$ cat config.mk
export PLATFORM = sky130hd
export DESIGN_NAME = divider_signed8
export DESIGN_NICKNAME = d
export VERILOG_FILES = /design/src/rtl/divider_pkg.sv /design/src/rtl/divider_signed8_hex.sv /design/src/rtl/divider_signed8.sv
export SDC_FILE = /design/constraint.sdc
export NUM_CORES = 1
export LEC_CHECK = 0
export BUFFER_PORTS_ARGS = -buffer_cell sky130_fd_sc_hd__buf_2
export CORE_MARGIN = 5
export CORE_UTILIZATION = 38
export CTS_CLUSTER_DIAMETER = 50
export DETAILED_ROUTE_END_ITERATION = 12
export SETUP_SLACK_MARGIN = 0.4
export SLEW_MARGIN = 5
export SYNTH_ARGS = -nofsm -noshare
export SYNTH_HDL_FRONTEND = slang
export SYNTH_SLANG_ARGS = --single-unit
export TNS_END_PERCENT = 10
$ cat constraint.sdc
create_clock -name Clk -period 2.5 [get_ports Clk]
set_clock_uncertainty 0.2 [all_clocks]
set_input_delay 0.125 -clock Clk [delete_from_list [all_inputs] [get_ports Clk]]
set_output_delay 0.125 -clock Clk [all_outputs]
set_load 0.05 [all_outputs]
$ cat src/rtl/divider_pkg.sv
// divider_pkg: shared width, FSM states, negation helpers and 7-segment codes
package divider_pkg;
  localparam int DW = 8;
  typedef enum logic [2:0] {IDLE, LOAD, ITER, FIX, DONE} div_state_t;
  localparam logic [6:0] SEG_CODES [16] = '{
    7'b1000000, 7'b1111001, 7'b0100100, 7'b0110000,
    7'b0011001, 7'b0010010, 7'b0000010, 7'b1111000,
    7'b0000000, 7'b0010000, 7'b0001000, 7'b0000011,
    7'b1000110, 7'b0100001, 7'b0000110, 7'b0001110
  };
  function automatic logic [DW-1:0] neg(input logic [DW-1:0] x);
    return DW'(~x + 1'b1);
  endfunction
  // |-128| wraps back to 8'h80, which is exactly 128 read as unsigned
  function automatic logic [DW-1:0] mag(input logic [DW-1:0] x);
    return x[DW-1] ? neg(x) : x;
  endfunction
endpackage

$ cat src/rtl/divider_signed8_hex.sv
// HexDriver: nibble to active-low 7-segment pattern
module HexDriver
  import divider_pkg::*;
(
  input  logic [3:0] nibble,
  output logic [6:0] seg
);
  assign seg = SEG_CODES[nibble];
endmodule

$ cat src/rtl/divider_signed8.sv
// divider_signed8: button-driven restoring signed 8-bit divider with hex readout
module divider_signed8
  import divider_pkg::*;
(
  input  logic          Clk,
  input  logic          Reset,
  input  logic          Run,
  input  logic          ClearA_LoadB,
  input  logic [DW-1:0] S,
  output logic [DW-1:0] Quot,
  output logic [DW-1:0] Rem,
  output logic          Done,
  output logic          DivZero,
  output logic          Ovf,
  output logic [6:0]    AhexU,
  output logic [6:0]    AhexL,
  output logic [6:0]    BhexU,
  output logic [6:0]    BhexL
);
  div_state_t state, next;
  logic run_q, clr_q, run_press, clr_press, sq, sr, ge;
  logic [DW-1:0] dvs, dvd, m, bmag;
  logic [DW:0] p, sh;
  logic [2:0] cnt;
  assign run_press = run_q & ~Run;
  assign clr_press = clr_q & ~ClearA_LoadB;
  assign sh = {p[DW-1:0], m[DW-1]};
  assign ge = sh >= {1'b0, bmag};
  assign Done = state == DONE;
  always_comb begin
    next = state;
    case (state)
      IDLE, DONE: next = clr_press ? IDLE : run_press ? LOAD : state;
      LOAD:       next = dvs == '0 ? FIX : ITER;
      ITER:       next = cnt == '0 ? FIX : ITER;
      FIX:        next = DONE;
      default:    next = IDLE;
    endcase
  end
  always_ff @(posedge Clk) state <= Reset ? IDLE : next;
  always_ff @(posedge Clk) begin
    if (Reset) begin
      run_q <= 1'b1;
      clr_q <= 1'b1;
      dvs <= '0;
      dvd <= '0;
      m <= '0;
      bmag <= '0;
      p <= '0;
      cnt <= '0;
      sq <= 1'b0;
      sr <= 1'b0;
      Quot <= '0;
      Rem <= '0;
      DivZero <= 1'b0;
      Ovf <= 1'b0;
    end else begin
      run_q <= Run;
      clr_q <= ClearA_LoadB;
      case (state)
        IDLE, DONE: begin
          if (clr_press) begin
            dvs <= S;
            Quot <= '0;
            Rem <= '0;
            DivZero <= 1'b0;
            Ovf <= 1'b0;
          end else if (run_press) dvd <= S;
        end
        LOAD: begin
          m <= mag(dvd);
          bmag <= mag(dvs);
          sq <= dvd[DW-1] ^ dvs[DW-1];
          sr <= dvd[DW-1];
          p <= '0;
          cnt <= 3'd7;
        end
        ITER: begin
          p <= ge ? sh - {1'b0, bmag} : sh;
          m <= {m[DW-2:0], ge};
          cnt <= cnt - 1'b1;
        end
        FIX: begin
          DivZero <= dvs == '0;
          Ovf <= dvs == 8'hFF && dvd == 8'h80;
          Quot <= dvs == '0 ? 8'hFF : (dvs == 8'hFF && dvd == 8'h80) ? 8'h80 : sq ? neg(m) : m;
          Rem <= dvs == '0 ? dvd : (dvs == 8'hFF && dvd == 8'h80) ? 8'h00 : sr ? neg(p[DW-1:0]) : p[DW-1:0];
        end
        default: ;
      endcase
    end
  end
  HexDriver u_ahex_u (.nibble(Rem[7:4]),  .seg(AhexU));
  HexDriver u_ahex_l (.nibble(Rem[3:0]),  .seg(AhexL));
  HexDriver u_bhex_u (.nibble(Quot[7:4]), .seg(BhexU));
  HexDriver u_bhex_l (.nibble(Quot[3:0]), .seg(BhexL));
endmodule

==> results of run 1 <==
==> timing repair <==
action / CTS / global route
pin swaps: 4 / 9
setup endpoints to repair: 27 / 43
hold endpoints to repair: 19 / 0
resized for setup: 38 / 25
buffers inserted: 3 / 8
hold buffers: 13 / 0
==> placed cells by master (no fill, tap or decap), types with 3 or more instances in the layout <==
cell type and instances:
sky130_fd_sc_hd__nor2_1 67, sky130_fd_sc_hd__nor2b_1 7, sky130_fd_sc_hd__ha_1 33, sky130_fd_sc_hd__dfxtp_2 8, sky130_fd_sc_hd__a22oi_1 7, sky130_fd_sc_hd__dfxtp_4 7
sky130_fd_sc_hd__a211oi_1 8, sky130_fd_sc_hd__nand2_1 77, sky130_fd_sc_hd__a222oi_1 6, sky130_fd_sc_hd__nand2b_1 14, sky130_fd_sc_hd__a22o_1 5, sky130_fd_sc_hd__nand3_1 6
sky130_fd_sc_hd__buf_2 51, sky130_fd_sc_hd__dfxtp_1 53, sky130_fd_sc_hd__o31ai_1 9, sky130_fd_sc_hd__ha_4 4, sky130_fd_sc_hd__a31oi_1 4, sky130_fd_sc_hd__o21ai_0 24
sky130_fd_sc_hd__xnor2_1 18, sky130_fd_sc_hd__mux2i_1 23, sky130_fd_sc_hd__dlygate4sd3_1 13, sky130_fd_sc_hd__a221oi_1 8, sky130_fd_sc_hd__nand3b_1 4, sky130_fd_sc_hd__inv_2 5
sky130_fd_sc_hd__o21ai_1 8, sky130_fd_sc_hd__a21oi_1 42, sky130_fd_sc_hd__clkbuf_16 9, sky130_fd_sc_hd__buf_6 4, sky130_fd_sc_hd__nor3_1 9, sky130_fd_sc_hd__or3_1 3
sky130_fd_sc_hd__buf_4 33, sky130_fd_sc_hd__xor2_1 11, sky130_fd_sc_hd__inv_1 27
==> worst min-delay path by stage <==
| stage | startpoint | endpoint | slack, ns | cells after the start |
|---|---|---|---|---|
| floorplan | ClearA_LoadB | clr_q$_SDFF_PP1_ | 0.03 | 1 |
| global placement | Run | run_q$_SDFF_PP1_ | 0.12 | 2 |
| detailed placement | Run | run_q$_SDFF_PP1_ | 0.13 | 2 |
| CTS | bmag[7]$_SDFFE_PP0P_ | bmag[7]$_SDFFE_PP0P_ | 0.28 | 2 |
| global route | bmag[7]$_SDFFE_PP0P_ | bmag[7]$_SDFFE_PP0P_ | 0.31 | 2 |
| finish | bmag[7]$_SDFFE_PP0P_ | bmag[7]$_SDFFE_PP0P_ | 0.28 | 2 |
==> report_power, final <==
group          leakage, nW  total [mW]  internal (mW)  switching (mW)
combinational         1.71       0.667          0.301           0.367
clock                0.144        1.29          0.797           0.490
sequential           0.562        1.20           1.13          0.0670
total                 2.42        3.15           2.23           0.923
==> through the flow <==
step,power (mW),hold WS [ns]
after floorplan,1.67,0.0316
after global placement,1.83,0.125
after detailed placement,1.84,0.134
after CTS,3.15,0.284
after global routing,3.32,0.311
final,3.15,0.283
==> cell usage after synthesis, types with 8 or more instances <==
master | n | area, µm²
sky130_fd_sc_hd__nor2b_1 | 10 | 62.6
sky130_fd_sc_hd__o31ai_1 | 9 | 67.6
sky130_fd_sc_hd__xor2_1 | 11 | 96.3
sky130_fd_sc_hd__inv_1 | 33 | 124
sky130_fd_sc_hd__nor3_1 | 11 | 55.1
sky130_fd_sc_hd__clkbuf_1 | 26 | 97.6
sky130_fd_sc_hd__ha_1 | 39 | 488
sky130_fd_sc_hd__a21oi_1 | 42 | 210
sky130_fd_sc_hd__dfxtp_1 | 68 | 1360
sky130_fd_sc_hd__nor2_1 | 67 | 251
sky130_fd_sc_hd__o21ai_0 | 34 | 170
sky130_fd_sc_hd__a221oi_1 | 8 | 70.1
sky130_fd_sc_hd__xnor2_1 | 18 | 158
sky130_fd_sc_hd__mux2i_1 | 23 | 230
sky130_fd_sc_hd__nand2_1 | 78 | 293
sky130_fd_sc_hd__nand2b_1 | 14 | 87.6
sky130_fd_sc_hd__a211oi_1 | 9 | 67.6
==> worst register-to-register path, cell delays in order (launching register included) <==
cell                       delay [ns]
sky130_fd_sc_hd__dfxtp_2         0.32
sky130_fd_sc_hd__inv_2           0.09
sky130_fd_sc_hd__ha_4            0.15
sky130_fd_sc_hd__inv_4           0.04
sky130_fd_sc_hd__fa_2            0.39
sky130_fd_sc_hd__a211oi_2        0.22
sky130_fd_sc_hd__o21bai_1        0.08
sky130_fd_sc_hd__a21oi_1         0.18
sky130_fd_sc_hd__xnor2_1         0.09
sky130_fd_sc_hd__mux2i_1         0.13
sky130_fd_sc_hd__o21ai_1         0.08
==> routing by layer <==
layer  vias up  GRT usage  wire, µm  part of all wire
met5         -          0         0                 0
met4         0     0.0587       129             0.011
met3        11     0.0313       447             0.038
met2        82      0.278      5690              0.48
met1      2008      0.221      5480              0.47
li1       2178          -         -                 -
==> registers in the layout, summed over array words and instances (netlist names), 3 cells and up <==
name   cells
Quot       8
Rem        8
bmag       8
dvd        8
dvs        8
m          8
p          8
cnt        3
state      3
==> area by class of cell <==
| type | count | share of cell area |
|---|---|---|
| Clock buffer | 10 | 0.0417 |
| Clock inverter | 6 | 0.0111 |
| Inverter | 33 | 0.0220 |
| Multi-Input combinational cell | 447 | 0.529 |
| Sequential cell | 68 | 0.244 |
| Tap cell | 147 | 0.0321 |
| Timing Repair Buffer | 102 | 0.121 |
==> cell families after synthesis <==
kind of cell,count (synthesis),share of synthesized area
muxes,26,0.0629
DFF,68,0.299
adders and majority gates,40,0.112
AOI/OAI and AO/OA,142,0.203
and+or+nand+nor,210,0.209
xor gates and xnor gates,29,0.0558
buffers and inverters,67,0.0588
==> qor.yml, run 1 <==
run_status:
  run_status: "completed"
sta:
  layout_worst_path_cycle_share: 0.848
  timing.final.crit_period_ns: 2.12
  fin_tns_setup_ns: 0
  worst_pin_slew_ns: 0.572
  maxClockFrequency_ghz: 0.472
  setup_viol: 0
  post-route-worst-setup-slack_ns: 0.379
  timing_max_transition_violations_final: 0
  hold_viol_final: 0
  rsz0062_at_grt: "yes"
  worst_rel_slew_slack: 0.618
synth:
  synth_top_flop_cell: "sky130_fd_sc_hd__dfxtp_1"
  synth_area_per_cell_um2: 7.83
  synth.yosys.seq_area_share: 0.299
  synth_cell_types: 56
  syn_area_um2: 4550
  synth.net_count: 634
  syn_inst: 582
  synth.ff_latch_count: 68
  yosysWarningCount: 0
  synth-edff-count: 0
  synth_async_sr_flop_share: 0
final_layout:
  design_area_um2: 5740
  layout.area.seq_um2: 1400
  area_growth_pct: 25.9
  fin_nets: 713
  layout-drive-gt1-share: 0.231
  postLayoutCoreUtil: 0.484
  n_fill_cell: 1164
  diodes: 0
  multi_input_comb_area_um2: 3030
  layoutNonFillerInstCount: 813
setup_path:
  setup.worst_path.start: "Quot[5]$_SDFFE_PP0P_"
  cp-endpoint: "BhexU[0]"
  timing.rr.end: "p[6]$_SDFFE_PP0N_"
  critical_path_peak_fanout: 7
  worstPathBufferInverterCount: 2
  critical_path.max_stage_delay_ns: 0.45
  crit_chain: "inv_2 > ha_2 > nor2b_1 > or3b_2 > o21ai_1 > buf_6"
  reg2reg_from: "m[7]$_SDFFE_PP0N_"
  cp.depth: 6
  end_kind: "output pin"
  slowest_stage: "sky130_fd_sc_hd__or3b_2"
  category_of_cells_accounting_for_the_largest_share_of_critical_path_delay: "simple AND/OR/NAND/NOR gates"
  startpoint_to_endpoint_class_of_the_critical_path: "reg2out"
  setup.worst_path.start_class: "flop"
  crit_arrival_ns: 1.80
  cp.required_ns: 2.17
  rr_worst_depth: 10
  r2r_slack_ns: 0.42
power:
  power-per-cell-area_nw_per_um2: 550
  ir_drop_mv: 0.330
  p_leak_nw: 2.42
cts:
  clockRootBuffer: "sky130_fd_sc_hd__clkbuf_16"
  number_of_clock_sinks: 68
  htree_levels: 3
  clk_pin_slew_worst_paths_ns: 0.06
  cts_tree: "yes"
  cts_max_path_buffers: 2
  clk-insertion-delay-late_ns: 0.34
  cts_buffers: 9
floorplanning:
  fp-row-count: 40
  core_um2: 11900
  die_width_um: 119
  num_io_pins: 59
  initial_utilization: 0.384
  die_h_um: 119
  fp.dieArea_um2: 14300
global_routing:
  number_of_global_route_vias_before_repair: 4068
  grt_max_degree: 28
  globalRouteOverflowTotal: 0
  grt_pass1_wl_mm: 19.9
  globalRouteTotalUtil: 0.169
  antenna_found_initial: 0
detailed_routing:
  drtIter0Drc: 251
  num_vias: 4279
  route.final.wire_length_mm: 11.7
  post-route-drc-count: 0
  route.antenna.remaining_nets: 0
  drt-pass1-iter-count: 4
  wl_per_cell_um: 14.5
  vias_per_cell: 5.26
placed_design:
  place_worst_setup_slack_ns: 0.221
  gp_congestion: 0.836
  dpl.hpwl_mm: 8.69
  instance_count_after_placement_with_tap_cells_included: 773
  io_buffers: 58
  placement.cell_area_um2: 5040
flow_run:
  count_of_maximum_capacitance_violations: 0
worst_hold_path:
  hold_path.class: "reg2reg"
Power figures use the tool's default switching activity.
==> inputs of run 2 (changes only) <==
--- a/config.mk
+++ b/config.mk
@@ -5,6 +5,7 @@
 export SDC_FILE = /design/constraint.sdc
 export NUM_CORES = 1
 export LEC_CHECK = 0
+export ABC_AREA = 1
 export BUFFER_PORTS_ARGS = -buffer_cell sky130_fd_sc_hd__buf_2
 export CORE_MARGIN = 5
 export CORE_UTILIZATION = 38
==> constraint.sdc (replaced) <==
create_clock -name Clk -period 2.2 [get_ports Clk]
set_clock_uncertainty 0.2 [all_clocks]
set_input_delay 0.11 -clock Clk [delete_from_list [all_inputs] [get_ports Clk]]
set_output_delay 0.11 -clock Clk [all_outputs]
set_load 0.05 [all_outputs]
==> qor.yml, run 2 <==
run_status:
  run_status: "completed"
setup_path:
  cp-endpoint: "BhexL[5]"
  worstPathBufferInverterCount: 2
  end_kind: "output pin"
  slowest_stage: "sky130_fd_sc_hd__dfxtp_4"
  reg2reg_from: "dvs[0]$_SDFFE_PP0P_"
  critical_path_peak_fanout: 5
  rr_worst_depth: 11
  cp.required_ns: 1.89
  setup.worst_path.start_class: "flop"
  crit_chain: "ha_1 > nand2_1 > inv_1 > o21ai_2 > o31ai_4 > buf_2"
  startpoint_to_endpoint_class_of_the_critical_path: "reg2out"
  crit_arrival_ns: 1.55
  r2r_slack_ns: 0.36
  category_of_cells_accounting_for_the_largest_share_of_critical_path_delay: "flip-flops"
  timing.rr.end: "Rem[7]$_SDFFE_PP0P_"
  setup.worst_path.start: "Quot[0]$_SDFFE_PP0P_"
  critical_path.max_stage_delay_ns: 0.36
  cp.depth: 6
synth:
  synth_async_sr_flop_share: 0
  syn_area_um2: 4720
  synth_top_flop_cell: "sky130_fd_sc_hd__dfxtp_1"
  netlist.top_cell.by_area: "sky130_fd_sc_hd__dfxtp_1"
  synth.net_count: 769
  synth.yosys.seq_area_share: 0.289
  yosysWarningCount: 0
  synth_area_per_cell_um2: 6.58
  syn_inst: 717
  synth-edff-count: 0
  synth.top_cells.by_count: "sky130_fd_sc_hd__nand2_1, sky130_fd_sc_hd__inv_1, sky130_fd_sc_hd__a21oi_1, sky130_fd_sc_hd__dfxtp_1, sky130_fd_sc_hd__o21ai_0"
  synth.most_common_cell: "sky130_fd_sc_hd__nand2_1"
  yosys-top-cells-area: "sky130_fd_sc_hd__dfxtp_1, sky130_fd_sc_hd__nand2_1, sky130_fd_sc_hd__ha_1"
  synthDominantCellAreaShare: 0.289
  synth_cell_types: 39
  synth.ff_latch_count: 68
global_routing:
  grt_pass1_wl_mm: 22.5
  antenna_found_initial: 0
  grt_max_degree: 39
  globalRouteOverflowTotal: 0
  number_of_global_route_vias_before_repair: 4718
  global_routing_met1_resource_utilization: 0.238
  gr-usage-met2: 0.320
  global_route.usage.met3: 0.0247
  globalRouteTotalUtil: 0.185
  top_usage_layer: "met2"
placed_design:
  io_buffers: 58
  dpl.hpwl_mm: 9.71
  place_worst_setup_slack_ns: 0.122
  placement.cell_area_um2: 5420
  gp_congestion: 0.888
floorplanning:
  die_width_um: 121
  initial_utilization: 0.390
  num_io_pins: 59
  core_um2: 12100
  fp.dieArea_um2: 14700
  die_h_um: 121
  fp-row-count: 40
cts:
  number_of_clock_sinks: 68
  clk-insertion-delay-late_ns: 0.33
  cts_tree: "yes"
  htree_levels: 3
  cts_buffers: 9
  clk_pin_slew_worst_paths_ns: 0.06
  clockRootBuffer: "sky130_fd_sc_hd__clkbuf_16"
  cts_max_path_buffers: 2
worst_hold_path:
  hold_path.class: "in2reg"
detailed_routing:
  drtIter0Drc: 249
  post-route-drc-count: 0
  wl_per_cell_um: 13.9
  drt-pass1-iter-count: 5
  route.antenna.remaining_nets: 0
  num_vias: 5034
  route.final.wire_length_mm: 13.9
  vias_per_cell: 5.05
sta:
  post-route-worst-setup-slack_ns: 0.342
  worst_pin_slew_ns: 0.445
  worst_rel_slew_slack: 0.703
  hold_viol_final: 0
  maxClockFrequency_ghz: 0.538
  timing.final.crit_period_ns: 1.86
  setup_viol: 0
  fin_tns_setup_ns: 0
  timing_max_transition_violations_final: 0
  rsz0062_at_grt: "yes"
  layout_worst_path_cycle_share: 0.844
final_layout:
  fin_nets: 875
  layout_common_cells: "sky130_fd_sc_hd__nand2_1, sky130_fd_sc_hd__inv_1, sky130_fd_sc_hd__a21oi_1, sky130_fd_sc_hd__buf_4, sky130_fd_sc_hd__nand3_1"
  postLayoutCoreUtil: 0.561
  design_area_um2: 6790
  layout-drive-gt1-share: 0.347
  diodes: 0
  area_growth_pct: 43.9
  mostFrequentLayoutCell: "sky130_fd_sc_hd__nand2_1"
power:
  power.total_mw: 5.93
  p_leak_nw: 2.96
  ir_drop_mv: 0.518
  power-per-cell-area_nw_per_um2: 873
flow_run:
  count_of_maximum_capacitance_violations: 0
run 2: cell type report:
cell class,instances,area [µm²]
repair buffers,118,890
flip-flops and latches,68,1430
inverters,98,409
clock inverters,4,72.6
fillers,1155,5320
clock buffers,12,246
well taps,168,210
multi-input cells,528,3540
run 2: worst min path at each step:
stage                 start                   end  cells after the start
2_1_floorplan  ClearA_LoadB      clr_q$_SDFF_PP1_                      2
3_3_place_gp   ClearA_LoadB      clr_q$_SDFF_PP1_                      3
3_5_place_dp   ClearA_LoadB      clr_q$_SDFF_PP1_                      3
4_1_cts               Reset     m[2]$_SDFFE_PP0N_                      4
5_1_grt               Reset  bmag[2]$_SDFFE_PP0P_                      4
6_report              Reset     m[2]$_SDFFE_PP0N_                      4
run 2: layer usage:
| layer | up-vias | part of all wire |
|---|---|---|
| met5 | - | 0 |
| li1 | 2570 | - |
| met1 | 2334 | 0.45 |
| met3 | 16 | 0.044 |
| met2 | 114 | 0.49 |
| met4 | 0 | 0.013 |
run 2: timing repair:
item | 4_1_cts | 5_1_grt
endpoints found under the hold margin | 19 | 0
setup buffers | 27 | 7
cloned | 1 | 2
resized for setup | 152 | 44
pin swaps | 28 | 19
hold buffers | 10 | 0
endpoints found under the setup margin | 60 | 64
run 2: logic make-up (layout without fill, tap and decap cells):
kind of cell | Yosys count | count (layout) | synth area share
and+or+nand+nor | 305 | 307 | 0.282
AOI/OAI and AO/OA | 165 | 165 | 0.190
buffers and inverters | 123 | 232 | 0.102
DFF | 68 | 68 | 0.289
adders and majority gates | 40 | 40 | 0.108
xor gates and xnor gates | 16 | 16 | 0.0297
run 2: per-stage QoR:
step | instances | hold slack (ns)
after global routing | 996 | 0.0736
after floorplan | 717 | 0.00662
after global placement | 933 | 0.100
after CTS | 987 | 0.0299
final | 996 | 0.0410
after detailed placement | 933 | 0.111
run 2: where the power goes:
part | total (mW) | internal [mW] | switching (mW) | leakage, nW
registers | 1.50 | 1.36 | 0.138 | 0.571
clock network | 1.55 | 1.02 | 0.530 | 0.153
logic | 2.87 | 1.15 | 1.72 | 2.23
total | 5.93 | 3.54 | 2.39 | 2.96
run 2: worst reg2reg max path, delay by kind of cell, from the launching register on:
family	cells	cell delay (ns)
AO/OA/AOI/OAI	1	0.10
buffers and inverters	3	0.36
flip-flops	1	0.35
AND/OR/NAND/NOR	6	0.57
adder cells (fa/ha/maj)	1	0.14
==> inputs of run 3 (changes only) <==
==> constraint.sdc (replaced) <==
create_clock -name Clk -period 1.5 [get_ports Clk]
set_clock_uncertainty 0.2 [all_clocks]
set_input_delay 0.075 -clock Clk [delete_from_list [all_inputs] [get_ports Clk]]
set_output_delay 0.075 -clock Clk [all_outputs]
set_load 0.05 [all_outputs]
==> qor.yml, run 3 (synthesis results as in run 2) <==
run_status:
  run_status: "finished with violations"
  failed_checks: "setup timing"
final_layout:
  area_growth_pct: 73.2
  layout.area.seq_um2: 1440
  fin_nets: 962
  design_area_um2: 8170
  n_fill_cell: 934
  layoutNonFillerInstCount: 1083
  mostFrequentLayoutCell: "sky130_fd_sc_hd__nand2_1"
  layout-drive-gt1-share: 0.503
  diodes: 0
  layout_common_cells: "sky130_fd_sc_hd__nand2_1, sky130_fd_sc_hd__buf_4, sky130_fd_sc_hd__inv_1"
  multi_input_comb_area_um2: 3950
placed_design:
  io_buffers: 58
  instance_count_after_placement_with_tap_cells_included: 1041
  gp_congestion: 0.884
  placement.cell_area_um2: 6500
  dpl.hpwl_mm: 10.7
cts:
  clk-insertion-delay-late_ns: 0.33
  clk_pin_slew_worst_paths_ns: 0.06
  clockRootBuffer: "sky130_fd_sc_hd__clkbuf_16"
  cts_tree: "yes"
  cts_buffers: 9
  cts_max_path_buffers: 2
  number_of_clock_sinks: 68
  htree_levels: 3
global_routing:
  globalRouteOverflowTotal: 0
  globalRouteTotalUtil: 0.199
  antenna_found_initial: 0
  grt_max_degree: 39
  number_of_global_route_vias_before_repair: 5150
  grt_pass1_wl_mm: 24.1
setup_path:
  end_kind: "flop"
  startpoint_to_endpoint_class_of_the_critical_path: "reg2reg"
  r2r_slack_ns: -0.34
  setup.worst_path.start_class: "flop"
  cp.required_ns: 1.56
  timing.rr.end: "p[6]$_SDFFE_PP0N_"
  critical_path_peak_fanout: 2
  crit_arrival_ns: 1.90
  rr_worst_depth: 13
  reg2reg_from: "m[7]$_SDFFE_PP0N_"
  cp-endpoint: "p[6]$_SDFFE_PP0N_"
  setup.worst_path.start: "m[7]$_SDFFE_PP0N_"
floorplanning:
  die_h_um: 121
  core_um2: 12100
  die_width_um: 121
  num_io_pins: 59
  initial_utilization: 0.390
  fp-row-count: 40
  fp.dieArea_um2: 14700
sta:
  timing.final.crit_period_ns: 1.84
  timing_max_transition_violations_final: 0
  post-route-worst-setup-slack_ns: -0.338
  rsz0062_at_grt: "yes"
  setup_viol: 59
  worst_pin_slew_ns: 0.432
  layout_worst_path_cycle_share: 1.23
  hold_viol_final: 0
  holdWs_ns: 0.0155
  worst_rel_slew_slack: 0.712
  maxClockFrequency_ghz: 0.544
detailed_routing:
  wl_per_cell_um: 13.9
  num_vias: 5424
  drtIter0Drc: 352
  route.antenna.remaining_nets: 0
  post-route-drc-count: 0
  vias_per_cell: 5.01
  route.final.wire_length_mm: 15.1
  drt-pass1-iter-count: 8
power:
  switching_share: 0.404
  power-per-cell-area_nw_per_um2: 1140
  ir_drop_mv: 0.708
  p_comb_frac: 0.529
  p_leak_nw: 3.48
  netSwitchingPower_mw: 3.77
  p_int_mw: 5.57
  power_frac_seq: 0.235
  power.clock.fraction: 0.237
worst_hold_path:
  hold_crit_start: "Reset"
  hold_path.class: "in2reg"
  hold_depth: 5
flow_run:
  count_of_maximum_capacitance_violations: 0
[run 3: cell types whose count changed in the layout (fill, tap and decap cells not counted), moves of 9 or more]
cell,before,now
sky130_fd_sc_hd__ha_4,17,29
sky130_fd_sc_hd__inv_1,70,61
sky130_fd_sc_hd__nor2_1,45,34
sky130_fd_sc_hd__nand2_1,150,124
sky130_fd_sc_hd__inv_2,14,26
sky130_fd_sc_hd__buf_6,11,44
sky130_fd_sc_hd__buf_8,1,13
sky130_fd_sc_hd__o21ai_0,43,24
sky130_fd_sc_hd__nand2_2,18,37
sky130_fd_sc_hd__o21ai_1,6,22
sky130_fd_sc_hd__ha_1,22,7
sky130_fd_sc_hd__buf_4,56,113
sky130_fd_sc_hd__buf_2,38,19
[run 3: per-layer routing]
metal / track usage / vias up / routed length [µm]
met5: 0 / - / 0
met4: 0.0567 / 0 / 289
met3: 0.0298 / 29 / 673
met2: 0.354 / 137 / 7650
met1: 0.247 / 2514 / 6450
li1: - / 2744 / -
[run 3: critical path, cell delays in order (launching register included)]
cell and delay [ns]:
sky130_fd_sc_hd__dfxtp_2 0.32, sky130_fd_sc_hd__inv_2 0.07, sky130_fd_sc_hd__ha_4 0.12, sky130_fd_sc_hd__inv_2 0.04
sky130_fd_sc_hd__fa_2 0.36, sky130_fd_sc_hd__nand3_2 0.10, sky130_fd_sc_hd__nand2_2 0.07, sky130_fd_sc_hd__nand2_2 0.08
sky130_fd_sc_hd__nand2_2 0.04, sky130_fd_sc_hd__nand2_1 0.06, sky130_fd_sc_hd__nand2_1 0.05, sky130_fd_sc_hd__nand2_1 0.06
sky130_fd_sc_hd__nand3_1 0.06, sky130_fd_sc_hd__a21oi_1 0.13
[run 3: repair_timing]
action | 4_1_cts | 5_1_grt
setup endpoints to repair | 113 | 115
pin swaps | 39 | 41
gates resized for setup | 220 | 125
hold buffers | 12 | 0
setup buffers | 7 | 5
gates cloned | 1 | 1
hold endpoints to repair | 23 | 0
[run 3: cell type report]
type / count / area share
Timing Repair Buffer: 206 / 0.227
Tap cell: 168 / 0.0257
Inverter: 98 / 0.0487
Sequential cell: 68 / 0.176
Clock buffer: 11 / 0.0311
Clock inverter: 5 / 0.00704
Multi-Input combinational cell: 527 / 0.484
[run 3: worst min-delay path by stage]
| stage | slack, ns | end |
|---|---|---|
| 3_5_place_dp | 0.07 | clr_q$_SDFF_PP1_ |
| 2_1_floorplan | -0.03 | clr_q$_SDFF_PP1_ |
| 4_1_cts | 0.02 | bmag[2]$_SDFFE_PP0P_ |
| 3_3_place_gp | 0.06 | clr_q$_SDFF_PP1_ |
| 5_1_grt | 0.04 | dvd[4]$_SDFFE_PP0P_ |
| 6_report | 0.02 | dvd[4]$_SDFFE_PP0P_ |
[run 3: power by group through the flow]
| stage | sequential (mW) | clock (mW) | combinational [mW] |
|---|---|---|---|
| floorplan | 2.17 | 0 | 2.56 |
| global placement | 2.18 | 0 | 3.77 |
| detailed placement | 2.18 | 0 | 3.84 |
| CTS | 2.16 | 2.26 | 4.25 |
| global route | 2.22 | 2.34 | 5.44 |
| finish | 2.19 | 2.21 | 4.94 |
[run 3: per-stage QoR]
stage / power [mW] / util / setup slack [ns] / TNS, ns
final: 9.34 / 0.675 / -0.338 / -13.86
after global routing: 10.0 / 0.675 / -0.427 / -19.55
after CTS: 8.66 / 0.639 / -0.301 / -14.10
after detailed placement: 6.03 / 0.537 / -0.392 / -10.98
after global placement: 5.95 / 0.537 / -0.331 / -9.50
after floorplan: 4.73 / - / -0.242 / -6.06
